File: src/rtl/imem_loader.sv
// imem_loader: accepts a length-prefixed, little-endian byte stream and writes it into instruction memory, holding the core in reset until the image is loaded.
// Define IMEM_LOADER_CHECKSUM_EN to require a trailing 8-bit sum byte before DONE.
module imem_loader #(
    parameter int unsigned DEPTH_WORDS = 256,
    parameter logic [31:0] BASE_ADDR   = 32'h0000_0000
) (
    input  logic        clk,
    input  logic        reset,
    input  logic        byte_valid,
    input  logic [7:0]  byte_data,
    output logic        byte_ready,
    output logic        wr_en,
    output logic [31:0] wr_addr,
    output logic [31:0] wr_data,
    output logic        cpu_reset,
    output logic        done,
    output logic        error
);

    typedef enum logic [2:0] {
        LEN0,
        LEN1,
        DATA,
        WRITE,
`ifdef IMEM_LOADER_CHECKSUM_EN
        CHK,
`endif
        DONE,
        ERR
    } state_t;

    state_t      r_state;
    state_t      w_next;
    state_t      w_end_state;
    logic [15:0] r_count;
    logic [15:0] r_word_idx;
    logic [1:0]  r_byte_idx;
    logic [23:0] r_asm;
    logic [31:0] r_wr_addr;
    logic [31:0] r_wr_data;
    logic        w_xfer;
    logic [15:0] w_len;
    logic [15:0] w_word_inc;
`ifdef IMEM_LOADER_CHECKSUM_EN
    logic [7:0]  r_sum;
`endif

    assign w_xfer     = byte_valid && byte_ready;
    assign w_len      = {byte_data, r_count[7:0]};
    assign w_word_inc = r_word_idx + 16'd1;
    assign wr_addr    = r_wr_addr;
    assign wr_data    = r_wr_data;

`ifdef IMEM_LOADER_CHECKSUM_EN
    assign w_end_state = CHK;
`else
    assign w_end_state = DONE;
`endif

    always_ff @(posedge clk or posedge reset) begin
        if (reset) begin
            r_state <= LEN0;
        end else begin
            r_state <= w_next;
        end
    end

    always_comb begin
        w_next = r_state;
        case (r_state)
            LEN0: if (w_xfer) w_next = LEN1;
            LEN1: begin
                if (w_xfer) begin
                    if (32'(w_len) > DEPTH_WORDS) begin
                        w_next = ERR;
                    end else if (w_len == 16'd0) begin
                        w_next = w_end_state;
                    end else begin
                        w_next = DATA;
                    end
                end
            end
            DATA:  if (w_xfer && r_byte_idx == 2'd3) w_next = WRITE;
            WRITE: w_next = (w_word_inc == r_count) ? w_end_state : DATA;
`ifdef IMEM_LOADER_CHECKSUM_EN
            CHK:   if (w_xfer) w_next = (byte_data == r_sum) ? DONE : ERR;
`endif
            DONE:  w_next = DONE;
            ERR:   w_next = ERR;
            default: w_next = LEN0;
        endcase
    end

    always_comb begin
        byte_ready = 1'b0;
        wr_en      = 1'b0;
        cpu_reset  = 1'b1;
        done       = 1'b0;
        error      = 1'b0;
        case (r_state)
            LEN0, LEN1, DATA: byte_ready = 1'b1;
`ifdef IMEM_LOADER_CHECKSUM_EN
            CHK:   byte_ready = 1'b1;
`endif
            WRITE: wr_en = 1'b1;
            DONE: begin
                cpu_reset = 1'b0;
                done      = 1'b1;
            end
            ERR:   error = 1'b1;
            default: ;
        endcase
    end

    // Output word and address are captured with the 4th byte so they are ready in WRITE and hold afterwards.
    always_ff @(posedge clk or posedge reset) begin
        if (reset) begin
            r_count    <= '0;
            r_word_idx <= '0;
            r_byte_idx <= '0;
            r_asm      <= '0;
            r_wr_addr  <= BASE_ADDR;
            r_wr_data  <= '0;
        end else begin
            if (w_xfer) begin
                case (r_state)
                    LEN0: r_count[7:0]  <= byte_data;
                    LEN1: r_count[15:8] <= byte_data;
                    DATA: begin
                        r_byte_idx <= r_byte_idx + 2'd1;
                        case (r_byte_idx)
                            2'd0: r_asm[7:0]   <= byte_data;
                            2'd1: r_asm[15:8]  <= byte_data;
                            2'd2: r_asm[23:16] <= byte_data;
                            default: begin
                                r_wr_data <= {byte_data, r_asm};
                                r_wr_addr <= BASE_ADDR + {14'd0, r_word_idx, 2'b00};
                            end
                        endcase
                    end
                    default: ;
                endcase
            end
            if (r_state == WRITE) begin
                r_word_idx <= w_word_inc;
            end
        end
    end

`ifdef IMEM_LOADER_CHECKSUM_EN
    always_ff @(posedge clk or posedge reset) begin
        if (reset) begin
            r_sum <= '0;
        end else if (w_xfer && r_state != CHK) begin
            r_sum <= r_sum + byte_data;
        end
    end
`endif

endmodule

File: config.mk
export PLATFORM = sky130hd
export DESIGN_NAME = imem_loader
export DESIGN_NICKNAME = d
export VERILOG_FILES = /design/src/rtl/imem_loader.sv
export SDC_FILE = /design/constraint.sdc
export NUM_CORES = 1
export LEC_CHECK = 0
export CORE_ASPECT_RATIO = 1.25
export CORE_MARGIN = 1.5
export CORE_UTILIZATION = 39
export DETAILED_ROUTE_END_ITERATION = 7
export HOLD_SLACK_MARGIN = 0.05
export SKIP_CTS_REPAIR_TIMING = 1
export SLEW_MARGIN = 30
export SYNTH_ARGS = -nofsm -noshare
export SYNTH_HDL_FRONTEND = slang
export SYNTH_SLANG_ARGS = --single-unit
File: constraint.sdc
create_clock -name clk -period 6.4 [get_ports clk]
set_input_delay 0.96 -clock clk [delete_from_list [all_inputs] [get_ports clk]]
set_output_delay 0.96 -clock clk [all_outputs]
set_load 0.01 [all_outputs]
==> key figures <==
Status
  • Status: finished clean

STA
  • Setup-failing EPs final: 0
  • Final cycle utilization of the critical path: 48.55%
  • Worst-margin pin slew: 0.6839 ns
  • Worst relative slew slack: 54.21%
  • Slew Limit Fails: 0
  • RSZ-0062 raised after global routing: false
  • Fmax: 0.3218 GHz
  • Setup ws final: 3.293 ns
  • Hold Fails Final Rpt: 0
  • TNS Setup: 0 ns
  • WHS: 0.4990 ns
  • Clock skew: 0.01054 ns
  • Fin crit period: 3.108 ns

Drt
  • Pre-antenna DRT Iters: 4
  • DRT antenna net count: 0
  • Via count: 3040
  • Vias per cell: 4.943
  • Avg WL per Cell: 16.03 um
  • Detailed-route DRC error count: 0
  • Drt total wl: 9.856 mm
  • Starting DRT DRC Count: 103

CTS
  • TritonCTS clock tree: done
  • Clock root cell: clkbuf_16
  • CTS Sinks: 109
  • H-tree depth: 3
  • Worst-Skew Late Latency: 0.35 ns
  • CTS clk-pin slew, worst paths: 0.07 ns
  • CTS max path bufs: 2
  • Total CTS buffers: 9

Synth
  • Yosys reg bits: 109
  • Area leader, netlist: dfrtp_1
  • Post-synthesis mux area share: 19.85%
  • Mapped Area: 4992 sq um
  • Ys Warns: 0
  • Gate Count Post-Synth: 385
  • Post-synth EDFFs: 0
  • Ys async rst share: 100.0%
  • Main synth FF type: dfrtp_1
  • Post-Synth Simple-Gate Area: 9.875%
  • Sequential-to-total area share from yosys stat: 54.64%
  • Synth top area share: 54.64%
  • Most area-consuming cells after synthesis: dfrtp_1, mux2_2, xnor2_1
  • Count of cell types in the netlist: 45
  • Syn_area_per_cell: 12.97 sq um
  • Synth Area in Compound Gates: 3.358%
  • Largest family of logic cells by synthesized area: multiplexers
  • Synth Area in Adders: 1.253%
  • XOR/XNOR share of the synthesized area: 6.491%

Placed design
  • PortBufs: 63
  • Placed Area: 5708 sq um
  • Placed insts: 599
  • Pre-CTS setup slack: 3.126 ns
  • Sum of net half-perimeters after detailed placement: 6.896 mm
  • GP Congestion: 0.8553

Worst setup path
  • Crit-path max cell delay: 0.59 ns
  • Worst path buffer plus inverter count: 2
  • Crit path kind: reg -> out
  • Crit path launch type: register
  • Crit path max-delay family: buffers and inverters
  • Slowest-stage cell, CP: dfrtp_1
  • Crit path capture type: primary output
  • Crit Path Max Fanout: 13
  • CP arrival: 2.15 ns
  • CP cell instances: nand2_1 > or2_2 > inv_1 > clkdlybuf4s50_1
  • Critical Path RT: 5.44 ns

Global routing
  • GR Util All Layers: 15.85%
  • Initial antenna violation count: 0
  • Number of global-route vias before repair: 3129
  • Pin count of the biggest net entering global routing: 75
  • First-pass GRT wire length: 16.46 mm
  • GRT overflow: 0

Cells and area
  • Final net count: 458
  • Multi-input logic area: 2111 sq um
  • Finished Layout Cells: 615
  • Area growth, synth to finish: 20.63%
  • Commonest non-fill, non-tap cell in the layout: dfrtp_1
  • Most frequent cells in the layout: dfrtp_1, mux2_2, clkdlybuf4s50_1
  • Register Area: 2728 sq um
  • Fraction of layout cells with a size suffix above 1: 25.95%
  • Fill count: 1150
  • Design Area, Final: 6022 sq um
  • Inserted Diodes: 0

Pwr
  • Leak pwr: 2.897 nW
  • VDD IR-drop max: 0.0001547 V
  • P per Cell Area: 218.4 nW/um^2

Job
  • MaxCap Viol Count: 0

Floorplan
  • Core region area: 12600 sq um
  • Die Span Y: 129.5 um
  • Horiz. Die Dim: 104.2 um
  • Num ports: 80
  • # rows: 46
  • Die area: 13490 sq um
  • Initial core utilization: 39.61%

Min path
  • HP Class: reg -> reg
-- stage by stage --
step,utilization [%],power [W]
after floorplan,-,0.0007404
after global placement,45.21,0.0007547
after detailed placement,45.28,0.0007554
after CTS,47.75,0.001331
after global routing,47.78,0.001365
final,47.78,0.001315
-- cell usage after synthesis, drive strengths merged (2+ instances only) --
library cell	number
nand4	7
buf	26
nand2b	4
a31oi	3
nor2	15
xnor2	20
o21ai	6
nand3b	2
or4	3
nor2b	3
dfrtp	109
a311oi	2
ha	5
clkbuf	7
a21oi	3
a2111o	2
nand3	6
nor4	4
mux2	88
inv	5
nor3b	2
o22ai	2
nand2	22
and3	2
nor3	9
xor2	17
-- path summary, 6_finish.rpt --
path	start	endpoint	slack [ns]	cells after the start
setup / recovery	r_state[0]$_DFFE_PP0P_	wr_en	3.29	4
hold / removal	wr_addr[15]$_DFFE_PP0P_	wr_addr[15]$_DFFE_PP0P_	0.50	1
setup reg to reg	r_word_idx[0]$_DFFE_PP0P_	r_state[2]$_DFFE_PP0P_	3.87	7
min in group asynchronous	reset	wr_data[4]$_DFFE_PP0P_	0.98	2
hold reg to reg	wr_addr[15]$_DFFE_PP0P_	wr_addr[15]$_DFFE_PP0P_	0.50	1
max in group asynchronous	reset	wr_addr[5]$_DFFE_PP0P_	4.43	3
-- cells by family (layout without fill, tap and decap cells) --
logic type / Yosys count / count (layout)
AND/OR/NAND/NOR: 84 / 84
other: 1 / 16
flip-flops: 109 / 109
multiplexers: 88 / 88
XOR/XNOR: 37 / 37
AO/OA/AOI/OAI: 23 / 23
buffers and inverters: 38 / 85
adder cells (fa/ha/maj): 5 / 5
-- power by group --
| group | switching (W) | internal, W |
|---|---|---|
| logic | 0.0000304 | 0.0000152 |
| registers | 0.00000379 | 0.000691 |
| clock network | 0.000258 | 0.000317 |
-- registers in the layout, indices dropped and copies added, names as in the netlist --
signal / cells
r_asm: 24
r_byte_idx: 2
r_count: 16
r_state: 3
r_word_idx: 16
wr_addr: 16
wr_data: 32
-- layout make-up --
type / instances / area share (%)
Clock buffer: 10 / 3.968
Clock inverter: 6 / 1.184
Inverter: 5 / 0.3532
Multi-Input combinational cell: 253 / 35.05
Sequential cell: 109 / 45.29
Tap cell: 168 / 3.491
Timing Repair Buffer: 64 / 10.66
-- routing by layer --
metal	vias up	part of all wire, %	track usage [%]
met3	19	4.3	3.571
met4	0	3.3	9.477
met1	1519	43	18.88
met5	-	0	0
li1	1435	-	-
met2	67	49	26.49
Note: power is estimated with default switching activity, not from simulation.
